<file path="config.mk">
export PLATFORM = sky130hd
export DESIGN_NAME = sdf_stage_ctrl
export DESIGN_NICKNAME = d
export VERILOG_FILES = /design/src/rtl/sdf_stage_ctrl.sv
export SDC_FILE = /design/constraint.sdc
export NUM_CORES = 1
export LEC_CHECK = 0
export CORE_MARGIN = 1.5
export CORE_UTILIZATION = 43
export CTS_CLUSTER_SIZE = 16
export DETAILED_ROUTE_END_ITERATION = 8
export PLACE_DENSITY = 0.82
export SLEW_MARGIN = 20
export SYNTH_ARGS = -nofsm -noshare
export SYNTH_HDL_FRONTEND = slang
export SYNTH_SLANG_ARGS = --single-unit
</file>
<file path="constraint.sdc">
create_clock -name i_clk -period 1.6 [get_ports i_clk]
set_clock_uncertainty 0.15 [all_clocks]
set_input_delay 0.4 -clock i_clk [delete_from_list [all_inputs] [get_ports i_clk]]
set_output_delay 0.4 -clock i_clk [all_outputs]
set_load 0.02 [all_outputs]
</file>
<file path="src/rtl/sdf_stage_ctrl.sv">
// sdf_stage_ctrl: radix-2^2 SDF stage control (butterfly ctrl, -j, twiddle addr, fill tracking); ports i_clk,i_rst,i_valid,i_sop -> o_bf1_ctrl,o_bf2_ctrl,o_negj,o_tw_addr,o_valid,o_err; SDF_STAGE_CTRL_TWIDDLE_EN enables the twiddle address
module sdf_stage_ctrl #(
  parameter int N_LOG2 = 6,
  parameter int STAGE  = 0
) (
  input  logic              i_clk,
  input  logic              i_rst,
  input  logic              i_valid,
  input  logic              i_sop,
  output logic              o_bf1_ctrl,
  output logic              o_bf2_ctrl,
  output logic              o_negj,
  output logic [N_LOG2-1:0] o_tw_addr,
  output logic              o_valid,
  output logic              o_err
);
  localparam int P = N_LOG2 - 1 - 2 * STAGE;
  localparam int FILL_LEN = ((1 << N_LOG2) >> (2 * STAGE + 1)) + ((1 << N_LOG2) >> (2 * STAGE + 2));
  localparam logic [N_LOG2-1:0] FILL_LAST = N_LOG2'(FILL_LEN - 1);
  typedef enum logic [1:0] {IDLE, FILL, RUN} state_t;
  state_t r_state, w_state_nx;
  logic [N_LOG2-1:0] r_cnt, w_k, w_tw;
  logic w_acc, w_err;
  always_comb begin
    w_k = i_sop ? '0 : r_cnt;
    w_acc = i_valid & (i_sop | (r_state != IDLE));
    w_err = i_valid & i_sop & (r_state != IDLE) & (r_cnt != '0);
    w_state_nx = (r_state == IDLE && i_valid && i_sop) ? FILL :
                 (r_state == FILL && i_valid && w_k == FILL_LAST) ? RUN : r_state;
  end
`ifdef SDF_STAGE_CTRL_TWIDDLE_EN
  localparam logic [N_LOG2-1:0] LMASK = N_LOG2'((1 << (P - 1)) - 1);
  logic [N_LOG2-1:0] w_low;
  // m is the bit-reversed {k[p],k[p-1]}, so the product is a shift plus an add
  always_comb begin
    w_low = w_k & LMASK;
    w_tw = (w_k[P-1] ? (w_low << 1) : '0) + (w_k[P] ? w_low : '0);
  end
`else
  assign w_tw = '0;
`endif
  always_ff @(posedge i_clk) begin
    if (i_rst) begin
      r_state <= IDLE;
      r_cnt <= '0;
      o_bf1_ctrl <= 1'b0;
      o_bf2_ctrl <= 1'b0;
      o_negj <= 1'b0;
      o_tw_addr <= '0;
      o_valid <= 1'b0;
      o_err <= 1'b0;
    end else begin
      r_state <= w_state_nx;
      o_err <= w_err;
      o_valid <= i_valid & (w_state_nx == RUN);
      if (w_acc) begin
        r_cnt <= w_k + 1'b1;
        o_bf1_ctrl <= w_k[P];
        o_bf2_ctrl <= w_k[P-1];
        o_negj <= w_k[P] & ~w_k[P-1];
        o_tw_addr <= w_tw;
      end
    end
  end
endmodule

</file>
==> reports/summary.md <==
In the final timing run, aggregate negative setup slack is 0 ps. For met2 alone, demand over resource in global routing was 32.7%. In this run the static leakage power is 0.000392 uW. The worst setup path is of the register to register kind. Static timing analysis puts the maximum clock frequency at 642 MHz. Counting cells, the worst reg-to-reg path comes to 3. In this run the critical register-to-register path is captured at r_cnt[3]. The count of port buffers added during placement is 8, and the core area is 1490 um2.

Across the VDD grid, the largest voltage drop is 549 uV. The total setup violations reported at the end of the flow is 0, and the number of vias after detailed routing is 686. Sequential cells were found to cover 38.1% of the synthesized design area. The clock insertion delay at the later pin of the skew report is 280 ps, and the post-synthesis to final-layout area growth is 31.9%. Antenna diode count: 0. In this run the tightest slew margin relative to its limit is 66.4%. The longest clock path from root to sink contains 2 buffers. The count of warnings emitted by yosys was 0; the average cell area after synthesis was 8.65 um2. The met3 track demand over resource in global routing came out at 7.66%. CTS placed an instance of sky130_fd_sc_hd__clkbuf_4 at the clock tree root. The run finished with clean final reports. The total routed wirelength is 1710 um, and the number of cells on the worst hold path is 2.

The overall die width was 42.9 um; the worst path required time was 1610 ps. The worst path uses 97.3% of the clock period. First-pass GRT wire length: 2620 um. Once the floorplan was initialized, standard cells occupied 45.9% of the core.

The reg-to-reg startpoint was r_state[1]. The length of the first detailed-routing pass in iterations is 4, and the chip height is 42.9 um. Dividing total power by cell area gives a power density of 703 nW/um2.

After detailed routing, the number of remaining DRC violations is 0. Number of antenna violations at the first check in global routing: 0. For the pin with the worst max-slew slack, the measured transition is 498 ps. The met1 routing resource usage after global routing came out at 22.3%. Setup repair after global routing could not meet its margin everywhere. The worst setup path is launched from a register. The register-to-register setup slack came out at 40 ps.

The tools report the aggregate global-route resource usage as 19.2%. TritonCTS built the clock tree. The via count of the first global-routing pass was 594; the netlist area before placement was 683 um2.

Max-slew violation count: 0. At the end of routability-driven placement, the weighted congestion stood at 0.852. At the end of the flow, the number of nets in the layout was 107. The total count of hold-check failures in the final report is 0. The count of clock tree sinks came out at 13.

In this run the remaining antenna-violating nets after routing total 0. The fill cell total of the finished layout was 138; the TritonCTS buffer count was 3. In this run the count of I/O pins placed on the die edge is 15. The run gives 1560 ps as the critical path data arrival time. Counting flops and latches in the post-synthesis netlist gives 13. The via count normalized by instance count came out at 5.86. Entering global routing, the biggest net connects 9 pins.

The half-perimeter wire length of the detailed placement result is 1180 um, and the clock transition at the registers of the reported paths is 80 ps. The maximum fanout along the worst path is 7, and the starting DRC count in detailed routing is 18. Dividing the detail-routed wire length by the instance count gives 14.6 um.

Number of max-cap violations: 0. In this run the most critical hold path is launched from o_bf1_ctrl. The number of levels the H-tree was split into was 1.

Number of placement rows: 14. The capturing element type of the critical path is a register. Synthesis produced a netlist whose cell count is 79. The type of the most critical hold path was register to register.

The final period demand of the worst path came out at 1560 ps. The number of different library cells used by synthesis comes to 36. Share of post-route cells with drive strength above 1: 26.7%.

The number of hold buffers added after CTS was 0. The endpoint of the worst hold path was o_bf1_ctrl. The most used routing layer in global routing is met2. After global routing the overflow that remains totals 0. Power comes to 634 uW. The floorplan step defined a die boundary enclosing 1840 um2.
-- layout by cell type (no fill, tap or decap), types with 3 or more instances in the layout --
cell type and n:
sky130_fd_sc_hd__clkbuf_4 3, sky130_fd_sc_hd__conb_1 6, sky130_fd_sc_hd__buf_4 14, sky130_fd_sc_hd__nand2_1 5, sky130_fd_sc_hd__nand2b_1 3, sky130_fd_sc_hd__a21oi_1 5, sky130_fd_sc_hd__inv_1 4, sky130_fd_sc_hd__dfxtp_1 11
sky130_fd_sc_hd__dlygate4sd2_1 6, sky130_fd_sc_hd__nor2_1 5
-- per-stage QoR --
step / instances / hold slack [ps] / setup WS, ps / instance area, um2 / utilization (%)
3_5_place_dp: 112 / 349 / -473 / 840 / 56.4
3_3_place_gp: 112 / 324 / -429 / 840 / 56.4
2_1_floorplan: 84 / 322 / -56.5 / 707 / -
5_1_grt: 117 / 401 / -11.9 / 901 / 60.5
6_report: 117 / 362 / 43.3 / 901 / 60.5
4_1_cts: 116 / 369 / 27.7 / 857 / 57.6
-- layout make-up --
cell class / count / area (um2) / share of cell area [%]
repair buffers: 22 / 173 / 19.2
well taps: 16 / 20.0 / 2.22
flip-flops and latches: 13 / 263 / 29.2
clock buffers: 4 / 26.3 / 2.92
inverters: 4 / 15.0 / 1.67
multi-input cells: 58 / 404 / 44.9
-- power by group --
group	internal, uW	total, uW	switching (uW)
registers	329	334	5.22
logic	37.6	91.5	53.9
clock network	97.0	208	111
-- critical path: stages (launching register included) --
cell and delay [ps]:
sky130_fd_sc_hd__dfxtp_1 470, sky130_fd_sc_hd__nor2_1 150, sky130_fd_sc_hd__o311ai_0 510, sky130_fd_sc_hd__a21oi_1 150
-- state kept, by name (all words and copies together) (netlist names) --
register    cells
o_bf1_ctrl      1
o_bf2_ctrl      1
o_err           1
o_negj          1
o_valid         1
r_cnt           6
r_state         2
-- cell families (layout without fill, tap and decap cells) --
family	Yosys count	in the layout	synth area share, %
other cells	1	6	0.549
mux	1	1	1.47
buf+inv	13	30	11.7
simple gates	29	29	24.0
flops	13	13	38.1
compound gates	21	21	22.3
fa+ha+maj	1	1	1.83
-- synthesized netlist by cell type --
cell                       instances  area, um2
sky130_fd_sc_hd__dfxtp_1          13        260
sky130_fd_sc_hd__a21oi_1           6       30.0
sky130_fd_sc_hd__buf_4             6       45.0
sky130_fd_sc_hd__nand2_1           6       22.5
sky130_fd_sc_hd__nor2_1            5       18.8
sky130_fd_sc_hd__inv_1             4       15.0
sky130_fd_sc_hd__nand2b_1          3       18.8
sky130_fd_sc_hd__nor2b_1           3       18.8
sky130_fd_sc_hd__a32oi_1           2       17.5
sky130_fd_sc_hd__nand3_1           2       10.0
sky130_fd_sc_hd__nor3b_1           2       15.0
sky130_fd_sc_hd__o311ai_0          2       17.5
sky130_fd_sc_hd__or4b_1            2       20.0
sky130_fd_sc_hd__a211o_1           1       8.76
sky130_fd_sc_hd__a21o_1            1       7.51
sky130_fd_sc_hd__a22oi_1           1       7.51
sky130_fd_sc_hd__a311oi_1          1       8.76
sky130_fd_sc_hd__a31o_2            1       8.76
sky130_fd_sc_hd__a31oi_1           1       6.26
sky130_fd_sc_hd__and3_1            1       6.26
sky130_fd_sc_hd__and4_1            1       8.76
sky130_fd_sc_hd__buf_2             1       5.00
sky130_fd_sc_hd__buf_6             1       11.3
sky130_fd_sc_hd__clkbuf_1          1       3.75
sky130_fd_sc_hd__conb_1            1       3.75
sky130_fd_sc_hd__ha_1              1       12.5
sky130_fd_sc_hd__mux2i_1           1       10.0
sky130_fd_sc_hd__nand4_1           1       6.26
sky130_fd_sc_hd__nor3_1            1       5.00
sky130_fd_sc_hd__nor4_1            1       6.26
sky130_fd_sc_hd__o211a_1           1       10.0
sky130_fd_sc_hd__o211ai_1          1       7.51
sky130_fd_sc_hd__o21a_1            1       7.51
sky130_fd_sc_hd__o21bai_1          1       7.51
sky130_fd_sc_hd__o31ai_1           1       7.51
sky130_fd_sc_hd__or4_1             1       7.51
-- worst max path at each step --
stage                from       end  slack [ps]
6_report       r_state[1]  r_cnt[3]          40
5_1_grt          r_cnt[0]  r_cnt[4]         -10
4_1_cts             i_sop  r_cnt[4]          30
3_5_place_dp        i_sop  r_cnt[4]        -470
3_3_place_gp        i_sop  r_cnt[4]        -430
2_1_floorplan       i_sop  r_cnt[4]         -60
-- layer usage --
metal / vias to the layer above / wire, um
met1: 325 / 738
met4: 0 / 19
li1: 326 / -
met2: 29 / 862
met3: 6 / 93
met5: - / 0
-- timing repair --
| action | 4_1_cts | 5_1_grt |
|---|---|---|
| resized for setup | 7 | 12 |
| endpoints found under the hold margin | 0 | 0 |
| setup buffers | 0 | 1 |
| setup endpoints to repair | 12 | 1 |
| pin swaps | 0 | 3 |
No activity file was read; power rests on OpenSTA's default activity.
